File: src/rtl/adc_decim_csr_initiator.sv
// ---------------------------------------------------------------------------
// adc_decim_csr_initiator
//
// Purpose:
//   Bridges a host command/response handshake onto the CSR port of the ADC
//   decimator. Each host command is a single CSR write or read. Only one
//   transaction is in flight at a time. A write that is not accepted by the
//   decimator within TIMEOUT_CYCLES cycles is abandoned and reported with
//   an error flag. Every timeout also latches a sticky flag.
//
// Parameters:
//   ADDR_WIDTH      CSR address width
//   CSR_DATA_WIDTH  CSR read/write data width
//   TIMEOUT_CYCLES  maximum cycles a write waits for i_csr_wr_ready (2..65535)
//
// Ports:
//   i_clk, i_rst                 clock, asynchronous active-high reset
//   i_cmd_valid / o_cmd_ready    host command handshake
//   i_cmd_write                  1 = write, 0 = read
//   i_cmd_addr, i_cmd_wdata      command address and write data
//   o_rsp_valid / i_rsp_ready    host response handshake
//   o_rsp_rdata, o_rsp_err       response read data (0 for writes), timeout flag
//   o_csr_wr_valid / i_csr_wr_ready  CSR write handshake
//   o_csr_addr, o_csr_wr_data    CSR address and write data (held between accepts)
//   o_csr_rd_ready               one-cycle read strobe; i_csr_rd_data sampled with it
//   i_csr_rd_data                CSR read data
//   o_busy                       transaction in progress
//   o_timeout_sticky             set on any write timeout, cleared by reset only
// ---------------------------------------------------------------------------
module adc_decim_csr_initiator #(
    parameter int ADDR_WIDTH     = 8,
    parameter int CSR_DATA_WIDTH = 32,
    parameter int TIMEOUT_CYCLES = 256
) (
    input  logic                      i_clk,
    input  logic                      i_rst,
    input  logic                      i_cmd_valid,
    output logic                      o_cmd_ready,
    input  logic                      i_cmd_write,
    input  logic [ADDR_WIDTH-1:0]     i_cmd_addr,
    input  logic [CSR_DATA_WIDTH-1:0] i_cmd_wdata,
    output logic                      o_rsp_valid,
    input  logic                      i_rsp_ready,
    output logic [CSR_DATA_WIDTH-1:0] o_rsp_rdata,
    output logic                      o_rsp_err,
    output logic                      o_csr_wr_valid,
    output logic [ADDR_WIDTH-1:0]     o_csr_addr,
    output logic [CSR_DATA_WIDTH-1:0] o_csr_wr_data,
    input  logic                      i_csr_wr_ready,
    output logic                      o_csr_rd_ready,
    input  logic [CSR_DATA_WIDTH-1:0] i_csr_rd_data,
    output logic                      o_busy,
    output logic                      o_timeout_sticky
);

    typedef enum logic [1:0] {
        ST_IDLE  = 2'd0,
        ST_WRITE = 2'd1,
        ST_READ  = 2'd2,
        ST_RESP  = 2'd3
    } state_t;

    // A 16-bit timer covers the whole legal TIMEOUT_CYCLES range.
    localparam logic [15:0] TIMER_LIMIT = 16'(TIMEOUT_CYCLES - 1);

    state_t                      state_reg, state_next;
    logic [15:0]                 timer_reg, timer_next;

    logic                        cmd_ready_reg;
    logic                        rsp_valid_reg;
    logic                        csr_wr_valid_reg;
    logic                        csr_rd_ready_reg;
    logic                        busy_reg;
    logic                        rsp_err_reg;
    logic                        timeout_sticky_reg;
    logic [CSR_DATA_WIDTH-1:0]   rsp_rdata_reg;
    logic [ADDR_WIDTH-1:0]       csr_addr_reg;
    logic [CSR_DATA_WIDTH-1:0]   csr_wr_data_reg;

    // Event strobes produced by the next-state logic.
    logic                        cmd_accept;
    logic                        wr_done;
    logic                        wr_timeout;
    logic                        rd_capture;

    // -----------------------------------------------------------------------
    // Next-state logic
    // -----------------------------------------------------------------------
    always_comb begin
        state_next = state_reg;
        timer_next = timer_reg;
        cmd_accept = 1'b0;
        wr_done    = 1'b0;
        wr_timeout = 1'b0;
        rd_capture = 1'b0;

        case (state_reg)
            ST_IDLE: begin
                // cmd_ready_reg is the registered image of "state is IDLE",
                // held low for the first cycle after reset release.
                if (i_cmd_valid && cmd_ready_reg) begin
                    cmd_accept = 1'b1;
                    timer_next = 16'd0;
                    state_next = i_cmd_write ? ST_WRITE : ST_READ;
                end
            end

            ST_WRITE: begin
                // Ready wins over the limit, so a write accepted on its
                // final allowed cycle still completes without error.
                if (i_csr_wr_ready) begin
                    wr_done    = 1'b1;
                    state_next = ST_RESP;
                end else if (timer_reg == TIMER_LIMIT) begin
                    wr_timeout = 1'b1;
                    state_next = ST_RESP;
                end else begin
                    timer_next = timer_reg + 16'd1;
                end
            end

            ST_READ: begin
                // The strobe is high for exactly this one cycle.
                rd_capture = 1'b1;
                state_next = ST_RESP;
            end

            ST_RESP: begin
                if (i_rsp_ready) begin
                    state_next = ST_IDLE;
                end
            end

            default: begin
                state_next = ST_IDLE;
            end
        endcase
    end

    // -----------------------------------------------------------------------
    // State, timer and registered outputs. The handshake outputs are decoded
    // from state_next, so each one is a registered copy of the state.
    // -----------------------------------------------------------------------
    always_ff @(posedge i_clk or posedge i_rst) begin
        if (i_rst) begin
            state_reg          <= ST_IDLE;
            timer_reg          <= 16'd0;
            cmd_ready_reg      <= 1'b0;
            rsp_valid_reg      <= 1'b0;
            csr_wr_valid_reg   <= 1'b0;
            csr_rd_ready_reg   <= 1'b0;
            busy_reg           <= 1'b0;
            rsp_err_reg        <= 1'b0;
            timeout_sticky_reg <= 1'b0;
            rsp_rdata_reg      <= '0;
            csr_addr_reg       <= '0;
            csr_wr_data_reg    <= '0;
        end else begin
            state_reg        <= state_next;
            timer_reg        <= timer_next;
            cmd_ready_reg    <= (state_next == ST_IDLE);
            rsp_valid_reg    <= (state_next == ST_RESP);
            csr_wr_valid_reg <= (state_next == ST_WRITE);
            csr_rd_ready_reg <= (state_next == ST_READ);
            busy_reg         <= (state_next != ST_IDLE);

            if (cmd_accept) begin
                csr_addr_reg    <= i_cmd_addr;
                csr_wr_data_reg <= i_cmd_wdata;
                rsp_rdata_reg   <= '0;
                rsp_err_reg     <= 1'b0;
            end

            if (wr_done) begin
                rsp_rdata_reg <= '0;
                rsp_err_reg   <= 1'b0;
            end

            if (wr_timeout) begin
                rsp_rdata_reg      <= '0;
                rsp_err_reg        <= 1'b1;
                timeout_sticky_reg <= 1'b1;
            end

            if (rd_capture) begin
                rsp_rdata_reg <= i_csr_rd_data;
                rsp_err_reg   <= 1'b0;
            end
        end
    end

    assign o_cmd_ready      = cmd_ready_reg;
    assign o_rsp_valid      = rsp_valid_reg;
    assign o_rsp_rdata      = rsp_rdata_reg;
    assign o_rsp_err        = rsp_err_reg;
    assign o_csr_wr_valid   = csr_wr_valid_reg;
    assign o_csr_addr       = csr_addr_reg;
    assign o_csr_wr_data    = csr_wr_data_reg;
    assign o_csr_rd_ready   = csr_rd_ready_reg;
    assign o_busy           = busy_reg;
    assign o_timeout_sticky = timeout_sticky_reg;

endmodule

File: config.mk
export PLATFORM = sky130hd
export DESIGN_NAME = adc_decim_csr_initiator
export DESIGN_NICKNAME = d
export VERILOG_FILES = /design/src/rtl/adc_decim_csr_initiator.sv
export SDC_FILE = /design/constraint.sdc
export NUM_CORES = 1
export LEC_CHECK = 0
export CAP_MARGIN = 20
export CELL_PAD_IN_SITES_DETAIL_PLACEMENT = 2
export CELL_PAD_IN_SITES_GLOBAL_PLACEMENT = 2
export CORE_UTILIZATION = 27
export DETAILED_ROUTE_END_ITERATION = 10
export MAX_ROUTING_LAYER = met4
export PLACE_DENSITY = 0.85
export REMOVE_ABC_BUFFERS = 1
export SYNTH_ARGS = -nofsm -noshare
export SYNTH_HDL_FRONTEND = slang
export SYNTH_SLANG_ARGS = --single-unit
export TNS_END_PERCENT = 20
File: constraint.sdc
create_clock -name i_clk -period 7.47 [get_ports i_clk]
set_input_delay 0.747 -clock i_clk [delete_from_list [all_inputs] [get_ports i_clk]]
set_output_delay 0.747 -clock i_clk [all_outputs]
set_load 0.005 [all_outputs]
==> impl_metrics.json, run 1 <==
{
  "fin_nets": 610,
  "finalPower_mw": 2.00,
  "regArea_sq_um": 2430,
  "swShare_pct": 30.0,
  "track_usage_pct": 18.2,
  "post-route-util_pct": 42.7,
  "routed_via_density": 4.91,
  "synth.yosys.seq_area_share_pct": 61.8,
  "num_rows": 43,
  "cts_buffers": 9,
  "holdBufCountCts": 0,
  "clock_sinks": 97,
  "synth_flop_cell": "dfrtp_1",
  "power_density_nw_per_um2": 332,
  "pwr-share-clk_pct": 24.7,
  "tritoncts": "done",
  "cts_resized": 0,
  "start_kind": "input pin",
  "htreeDepth": 3,
  "vdd_drop_max_mv": 0.111,
  "finalInstanceArea_sq_um": 6000,
  "endpoint_kind": "flip-flop",
  "grt.busiest_layer": "met2",
  "die_area_sq_um": 15000,
  "critical_path.most_common_cell": "buf_4",
  "cts-root-buf": "clkbuf_16",
  "yosysTopAreaCellShare_pct": 61.8,
  "antenna_found_initial": 0,
  "clk_latency_ns": 0.34,
  "synth_area_per_cell_sq_um": 10.3,
  "path_max_fanout": 57,
  "final_cells": 715,
  "grt_pass1_vias": 3923,
  "hold_violations": 0,
  "cp.required_ns": 7.73,
  "placed_cells": 699,
  "post_cts_buffers": 0,
  "slew_headroom_pct": 44.5,
  "internal-power_mw": 1.40,
  "start_util_pct": 28.0,
  "wl_microns": 12900,
  "ys_ff_latch": 97,
  "via_count": 3513,
  "grt_overflow_total": 0,
  "die_y_microns": 123,
  "synth-edff-count": 0,
  "port-buffer-count": 156,
  "pin_count": 157,
  "min_path_type": "flip-flop to flip-flop",
  "multi_input_area_sq_um": 1400,
  "die_w_microns": 123,
  "n_antenna_cell": 0,
  "clk_pin_slew_worst_paths_ns": 0.07,
  "firstDrtPassIters": 4,
  "drc_errors": 0,
  "synth_area_sq_um": 3930,
  "criticalPathCategory": "input pin to flip-flop",
  "seqPwrFrac_pct": 40.1,
  "arrival_ns": 3.17,
  "max_stage_delay_ns": 0.51,
  "rsz0062_at_grt": "false",
  "gp_congestion": 0.718,
  "comb_power_share_pct": 35.2,
  "netlist_instances": 380,
  "holdWs_ns": 0.476,
  "drt_iter0_drc": 161,
  "ys.warnings.count": 0,
  "drive_gt1_share_pct": 5.61,
  "cts_buffer_depth": 2,
  "layout_setup_ws_ns": 4.56,
  "skew_ns": 0.00758,
  "synth_top_area_cell": "dfrtp_1",
  "ys_types": 39,
  "final_max_slew_viol_count": 0,
  "final.setup.tns_ns": 0,
  "drv_cap": 0,
  "drtAntennaViolNets": 0,
  "p_leak_nw": 2.70,
  "synthTopCellsByArea": "dfrtp_1, nand2_1, a22o_1",
  "finalSetupViolations": 0,
  "timing.final.crit_share_pct": 39.0,
  "gr-usage-met3_pct": 4.79,
  "status": "finished clean",
  "met1_usage_pct": 20.1,
  "num-fill-cells": 1444,
  "wl_per_cell_microns": 18.1,
  "grt_first_pass_wirelength_microns": 20200,
  "core_sq_um": 14000,
  "dpl_cell_area_sq_um": 5690,
  "grt_use_met2_pct": 31.4,
  "path_cells": "clkdlybuf4s50_1 -> and4bb_2 -> buf_4 -> nor2_1 -> buf_4 -> or4_1 -> a21oi_1",
  "min_period_ns": 2.91,
  "grt_max_degree": 66,
  "worst-slew-pin-transition_ns": 0.833,
  "switchingPower_mw": 0.599,
  "syn_to_final_growth_pct": 52.7,
  "pre_cts_slack_ns": 4.14,
  "critical-path-slowest-cell": "clkdlybuf4s50_1",
  "timing.fmax_mhz": 343,
  "ys_async_sr_fraction_pct": 100,
  "dp_hpwl_microns": 9180
}
## metal layers
metal	wire length, microns	share of wire, %
met4	181	1.4
met5	0	0
met3	872	6.7
met1	5300	41
met2	6570	51
## final cells by class
cell class / count / area share, %
inverter: 7 / 0.479
sequential: 97 / 40.4
multi-input combinational: 254 / 23.3
timing repair buffer: 162 / 26.9
clock buffer: 9 / 3.75
tap: 180 / 3.75
clock inverter: 6 / 1.40
## logic make-up (layout without fill, tap and decap cells)
logic type	count (synthesis)	after routing	share of synthesized area, %
and+or+nand+nor	179	179	20.6
adders and majority gates	1	1	0.318
muxes	2	2	0.509
buffers and inverters	29	184	3.02
DFF	97	97	61.8
AOI/OAI and AO/OA	72	72	13.8
## synthesized netlist by cell type (4+ instances only)
library cell	instances
a21oi_1	13
a22o_1	32
and4_1	4
buf_2	8
clkbuf_1	12
dfrtp_1	97
inv_1	7
nand2_1	131
nand3_1	9
nor2_1	4
o21ai_0	6
o31ai_1	8
or4_1	8
## critical path, delay by kind of cell
kind                   cells  cell delay (ns)
AND/OR/NAND/NOR            3             1.00
buffers and inverters      3             1.24
AO/OA/AOI/OAI              1             0.16
## placed cells by master (no fill, tap or decap), types with 4 or more instances in the layout
cell type,instances
inv_1,6
clkbuf_16,9
o31ai_1,8
or4_1,8
and4_1,4
clkdlybuf4s50_1,156
nand2_1,131
a22o_1,32
nand3_1,9
o21ai_0,6
buf_4,5
dfrtp_1,97
nor2_1,4
a21oi_1,13
## path summary, 6_finish.rpt
| kind | from | to | slack, ns | cells after the start |
|---|---|---|---|---|
| worst max-delay path | i_cmd_valid | timer_reg[4]$_DFFE_PP0P_ | 4.56 | 7 |
| worst min register to register | o_csr_wr_data[7]$_DFFE_PP0P_ | o_csr_wr_data[7]$_DFFE_PP0P_ | 0.48 | 2 |
| worst max register to register | state_reg[0]$_DFF_PP0_ | timer_reg[4]$_DFFE_PP0P_ | 4.87 | 6 |
| max in group asynchronous | i_rst | o_rsp_rdata[18]$_DFFE_PP0P_ | 5.50 | 3 |
| worst min-delay path | o_csr_wr_data[7]$_DFFE_PP0P_ | o_csr_wr_data[7]$_DFFE_PP0P_ | 0.48 | 2 |
| min in group asynchronous | i_rst | o_csr_wr_data[15]$_DFFE_PP0P_ | 0.77 | 2 |
## power groups by stage
| stage | sequential [mW] | clock [mW] | combinational (mW) |
|---|---|---|---|
| CTS | 0.805 | 0.510 | 0.716 |
| floorplan | 0.799 | 0 | 0.243 |
| finish | 0.800 | 0.493 | 0.702 |
| global route | 0.820 | 0.525 | 0.772 |
| detailed placement | 0.812 | 0 | 0.710 |
| global placement | 0.792 | 0 | 0.671 |
Power figures use the tool's default switching activity.
==> inputs of run 2 (changes only) <==
Settings changed: CORE_UTILIZATION 27 to 26, PLACE_DENSITY 0.85 to 0.83.
Clock period 7.47 ns to 3 ns, I/O delays scaled along.
==> impl_metrics.json, run 2 (synthesized netlist as in run 1, its figures left out) <==
{
  "path_cells": "nor2b_1 -> o2bb2ai_1 -> a31oi_2 -> buf_4 -> a22o_1",
  "grt_pass1_vias": 4045,
  "final_max_slew_viol_count": 0,
  "n_antenna_cell": 0,
  "vdd_drop_max_mv": 0.291,
  "post_cts_buffers": 0,
  "die_area_sq_um": 15600,
  "start_kind": "flip-flop",
  "clock_sinks": 97,
  "min_path_type": "input pin to async pin",
  "finalPower_mw": 4.86,
  "num_rows": 44,
  "num-fill-cells": 1547,
  "grt_max_degree": 53,
  "power_density_nw_per_um2": 811,
  "fin_nets": 612,
  "via_count": 3549,
  "r2r_slack_ns": 0.92,
  "drtAntennaViolNets": 0,
  "syn_to_final_growth_pct": 52.7,
  "dp_hpwl_microns": 8900,
  "cp.required_ns": 3.23,
  "port-buffer-count": 156,
  "rsz0062_at_grt": "false",
  "critical-path-slowest-cell": "dfrtp_1",
  "cts_resized": 0,
  "final.setup.tns_ns": 0,
  "skew_ns": 0.0133,
  "criticalPathCategory": "flip-flop to flip-flop",
  "antenna_found_initial": 0,
  "final_cells": 722,
  "routed_via_density": 4.92,
  "slew_headroom_pct": 54.4,
  "finalInstanceArea_sq_um": 6000,
  "crit_family": "flip-flops",
  "p_leak_nw": 2.70,
  "die_y_microns": 125,
  "cts-root-buf": "clkbuf_16",
  "core_sq_um": 14600,
  "grt_overflow_total": 0,
  "arrival_ns": 2.32,
  "endpoint_kind": "flip-flop",
  "die_w_microns": 125,
  "placed_cells": 706,
  "max_stage_delay_ns": 0.58,
  "dpl_cell_area_sq_um": 5720,
  "status": "finished, violations left",
  "htreeDepth": 3,
  "gp_congestion": 0.778,
  "drive_gt1_share_pct": 6.13,
  "final_common_cell": "clkdlybuf4s50_1",
  "hold_violations": 0,
  "worst-slew-pin-transition_ns": 0.685,
  "cts_buffers": 9,
  "cts_buffer_depth": 2,
  "path_buf_inv": 1,
  "holdBufCountCts": 0,
  "grt_first_pass_wirelength_microns": 21400,
  "firstDrtPassIters": 7,
  "min_period_ns": 2.08,
  "track_usage_pct": 17.9,
  "pin_count": 157,
  "layout_common_cells": "clkdlybuf4s50_1, nand2_1, dfrtp_1, a22o_1, a21oi_1",
  "clk_pin_slew_worst_paths_ns": 0.08,
  "tritoncts": "done",
  "drt_iter0_drc": 147,
  "wl_per_cell_microns": 17.6,
  "clk_latency_ns": 0.36,
  "timing.final.crit_share_pct": 69.4,
  "path_max_fanout": 32,
  "violations": "DRC",
  "start_util_pct": 26.8,
  "wl_microns": 12700,
  "drv_cap": 0,
  "drc_errors": 32,
  "finalSetupViolations": 0,
  "timing.fmax_mhz": 480
}
run 2: cell types whose count changed in the layout (fill, tap and decap cells not counted), moves of 2 or more:
cell | before | now
buf_4 | 5 | 7
bufinv_16 | 2 | 0
clkinv_2 | 3 | 1
inv_6 | 0 | 3
run 2: per-stage QoR:
step	util (%)	setup slack (ns)	hold slack, ns
2_1_floorplan	-	0.0921	0.366
3_3_place_gp	39.0	0.791	0.457
3_5_place_dp	39.0	0.714	0.468
4_1_cts	41.0	0.924	0.440
5_1_grt	41.0	0.738	0.468
6_report	41.0	0.918	0.402
run 2: worst reg2reg max path, delay by kind of cell (launching register included):
family	cells	cell delay, ns
AO/OA/AOI/OAI	3	0.57
buffers and inverters	1	0.28
flip-flops	1	0.58
AND/OR/NAND/NOR	1	0.54
run 2: report_power, final:
part | leakage [nW] | internal, mW | total [mW] | switching [mW]
logic | 1.28 | 1.03 | 1.73 | 0.697
clock network | 0.139 | 0.578 | 1.14 | 0.562
registers | 1.28 | 1.71 | 1.99 | 0.280
total | 2.70 | 3.32 | 4.86 | 1.54
run 2: layout make-up:
class / count / area [sq um] / share of cell area, %
Clock buffer: 9 / 225 / 3.75
Clock inverter: 7 / 58.8 / 0.980
Inverter: 7 / 28.8 / 0.479
Multi-Input combinational cell: 254 / 1400 / 23.3
Sequential cell: 97 / 2430 / 40.4
Tap cell: 184 / 230 / 3.84
Timing Repair Buffer: 164 / 1630 / 27.2
run 2: worst paths after layout:
path,startpoint,to,depth (start not counted)
setup / recovery,state_reg[0]$_DFF_PP0_,o_rsp_rdata[7]$_DFFE_PP0P_,5
hold / removal,i_rst,o_csr_wr_data[14]$_DFFE_PP0P_,2
hold reg to reg,o_csr_wr_data[15]$_DFFE_PP0P_,o_csr_wr_data[15]$_DFFE_PP0P_,2
min in group i_clk,i_cmd_wdata[2],o_csr_wr_data[2]$_DFFE_PP0P_,3
max in group asynchronous,i_rst,o_rsp_rdata[1]$_DFFE_PP0P_,3
setup reg to reg,state_reg[0]$_DFF_PP0_,o_rsp_rdata[7]$_DFFE_PP0P_,5
run 2: routing by layer:
layer	up-vias	global-route usage, %	part of all wire (%)
met2	118	29.8	49
met1	1795	21.0	42
li1	1623	-	-
met3	13	4.84	7.5
met4	0	5.81	1.6
met5	-	-	0
==> inputs of run 3 (changes only) <==
Settings changed: CORE_UTILIZATION 26 to 23, PLACE_DENSITY 0.83 to 0.78.
Clock period 3 ns to 1.8 ns, I/O delays scaled along.
==> impl_metrics.json, run 3 (synthesized netlist as in run 1, its figures left out) <==
{
  "switchingPower_mw": 2.66,
  "clk_pin_slew_worst_paths_ns": 0.07,
  "arrival_ns": 2.06,
  "wl_met2_microns": 7070,
  "clk_latency_ns": 0.34,
  "status": "finished clean",
  "cts-root-buf": "clkbuf_16",
  "r2r-start": "timer_reg[9]$_DFFE_PP0P_",
  "start_kind": "flip-flop",
  "finalInstanceArea_sq_um": 6430,
  "top_layer_used": "met4",
  "dpl_cell_area_sq_um": 6000,
  "pwr-share-clk_pct": 22.3,
  "criticalPathCategory": "flip-flop to flip-flop",
  "die_w_microns": 133,
  "wl_met3_microns": 650,
  "drtAntennaViolNets": 0,
  "layout_common_cells": "clkdlybuf4s50_1, nand2_1, dfrtp_1, a22o_1, buf_4",
  "drive_gt1_share_pct": 14.3,
  "gp_congestion": 0.805,
  "tritoncts": "done",
  "vdd_drop_max_mv": 0.509,
  "cp.required_ns": 2.07,
  "num_rows": 47,
  "rsz0062_at_grt": "true",
  "routed_via_density": 4.65,
  "swShare_pct": 31.2,
  "die_area_sq_um": 17600,
  "pin_count": 157,
  "regArea_sq_um": 2430,
  "drt_iter0_drc": 132,
  "wl_per_cell_microns": 17.6,
  "cts_buffer_depth": 2,
  "core_sq_um": 16600,
  "path_cells": "buf_4 -> and4_1 -> nand3_1 -> or4_4 -> a21oi_2",
  "min_period_ns": 1.79,
  "timing.final.crit_share_pct": 99.2,
  "r2r_end": "timer_reg[15]$_DFFE_PP0P_",
  "internal-power_mw": 5.85,
  "start_util_pct": 23.6,
  "comb_power_share_pct": 39.7,
  "grt_pass1_vias": 4203,
  "die_y_microns": 133,
  "port-buffer-count": 156,
  "power_density_nw_per_um2": 1320,
  "grt_overflow_total": 0,
  "holdBufCountCts": 0,
  "r2r_cells": 5,
  "wl_microns": 13900,
  "critical-path-slowest-cell": "or4_4",
  "htreeDepth": 3,
  "r2r_slack_ns": 0.01,
  "final.setup.tns_ns": 0,
  "drv_cap": 0,
  "slew_headroom_pct": 64.2,
  "num-fill-cells": 1740,
  "wl_met1_microns": 5960,
  "max_stage_delay_ns": 0.53,
  "track_usage_pct": 16.4,
  "finalSetupViolations": 0,
  "cts_buffers": 9,
  "n_antenna_cell": 0,
  "p_leak_nw": 2.89,
  "via_count": 3668,
  "syn_to_final_growth_pct": 63.6,
  "path_max_fanout": 5,
  "antenna_found_initial": 0,
  "grt_max_degree": 98,
  "clock_sinks": 97,
  "firstDrtPassIters": 4,
  "endpoint_kind": "flip-flop",
  "min_path_type": "input pin to async pin",
  "fin_nets": 642,
  "hold_violations": 0,
  "skew_ns": 0.00902,
  "dp_hpwl_microns": 9680,
  "worst-slew-pin-transition_ns": 0.536,
  "final_max_slew_viol_count": 0,
  "drc_errors": 0,
  "seqPwrFrac_pct": 38.1,
  "grt_first_pass_wirelength_microns": 22100,
  "final_common_cell": "clkdlybuf4s50_1",
  "multi_input_area_sq_um": 1490,
  "timing.fmax_mhz": 560
}
[run 3: cell types whose count changed in the layout (fill, tap and decap cells not counted), moves of 3 or more]
cell     previous run  this run
buf_4               7        32
or4_4               0         4
a21oi_1            13         8
buf_12              1         4
a21oi_2             0         5
or4_1               8         4
[run 3: worst max-delay path: cells and delay by family (launching register included)]
family / cells / cell delay (ns)
buffers and inverters: 1 / 0.16
DFF: 1 / 0.40
and+or+nand+nor: 3 / 0.99
AOI/OAI and AO/OA: 1 / 0.16
[run 3: stage by stage]
step	power, mW	setup slack, ns	cells	util (%)	hold slack (ns)
2_1_floorplan	4.33	-1.11	358	-	0.246
3_3_place_gp	6.31	-0.125	769	36.1	0.457
3_5_place_dp	6.51	-0.149	769	36.1	0.468
4_1_cts	8.49	0.00904	785	37.9	0.340
5_1_grt	9.05	-0.0558	788	38.6	0.353
6_report	8.51	0.0147	788	38.6	0.344
[run 3: cell type report]
type,instances,area share [%]
Tap cell,220,4.28
Sequential cell,97,37.8
Inverter,7,0.447
Timing Repair Buffer,194,29.8
Multi-Input combinational cell,254,23.2
Clock inverter,6,0.778
Clock buffer,10,3.72
[run 3: repair_timing]
action,4_1_cts,5_1_grt
gates resized for setup,5,18
buffers inserted,0,1
endpoints found under the setup margin,39,40
pin swaps,0,25
cloned,0,2
[run 3: worst max path at each step]
stage	cells past startpoint	slack [ns]	endpoint	startpoint
after floorplan	4	-1.11	timer_reg[4]$_DFFE_PP0P_	state_reg[1]$_DFF_PP0_
after global placement	6	-0.13	timer_reg[15]$_DFFE_PP0P_	i_cmd_valid
after detailed placement	6	-0.15	timer_reg[15]$_DFFE_PP0P_	i_cmd_valid
after CTS	5	0.009	timer_reg[7]$_DFFE_PP0P_	timer_reg[0]$_DFFE_PP0P_
after global routing	6	-0.06	timer_reg[15]$_DFFE_PP0P_	state_reg[0]$_DFF_PP0_
final	5	0.01	timer_reg[15]$_DFFE_PP0P_	timer_reg[9]$_DFFE_PP0P_
[run 3: metal layers]
metal  vias up  GRT usage (%)
met5         -              -
met4         0           5.30
met3        12           3.41
met2       118           28.0
met1      1853           19.1
li1       1685              -
[run 3: power groups by stage]
stage / Sequential (mW) / Clock (mW) / Combinational [mW]
after floorplan: 3.32 / 0 / 1.01
after global placement: 3.23 / 0 / 3.09
after detailed placement: 3.29 / 0 / 3.23
after CTS: 3.25 / 1.98 / 3.26
after global routing: 3.33 / 2.05 / 3.67
final: 3.24 / 1.89 / 3.38
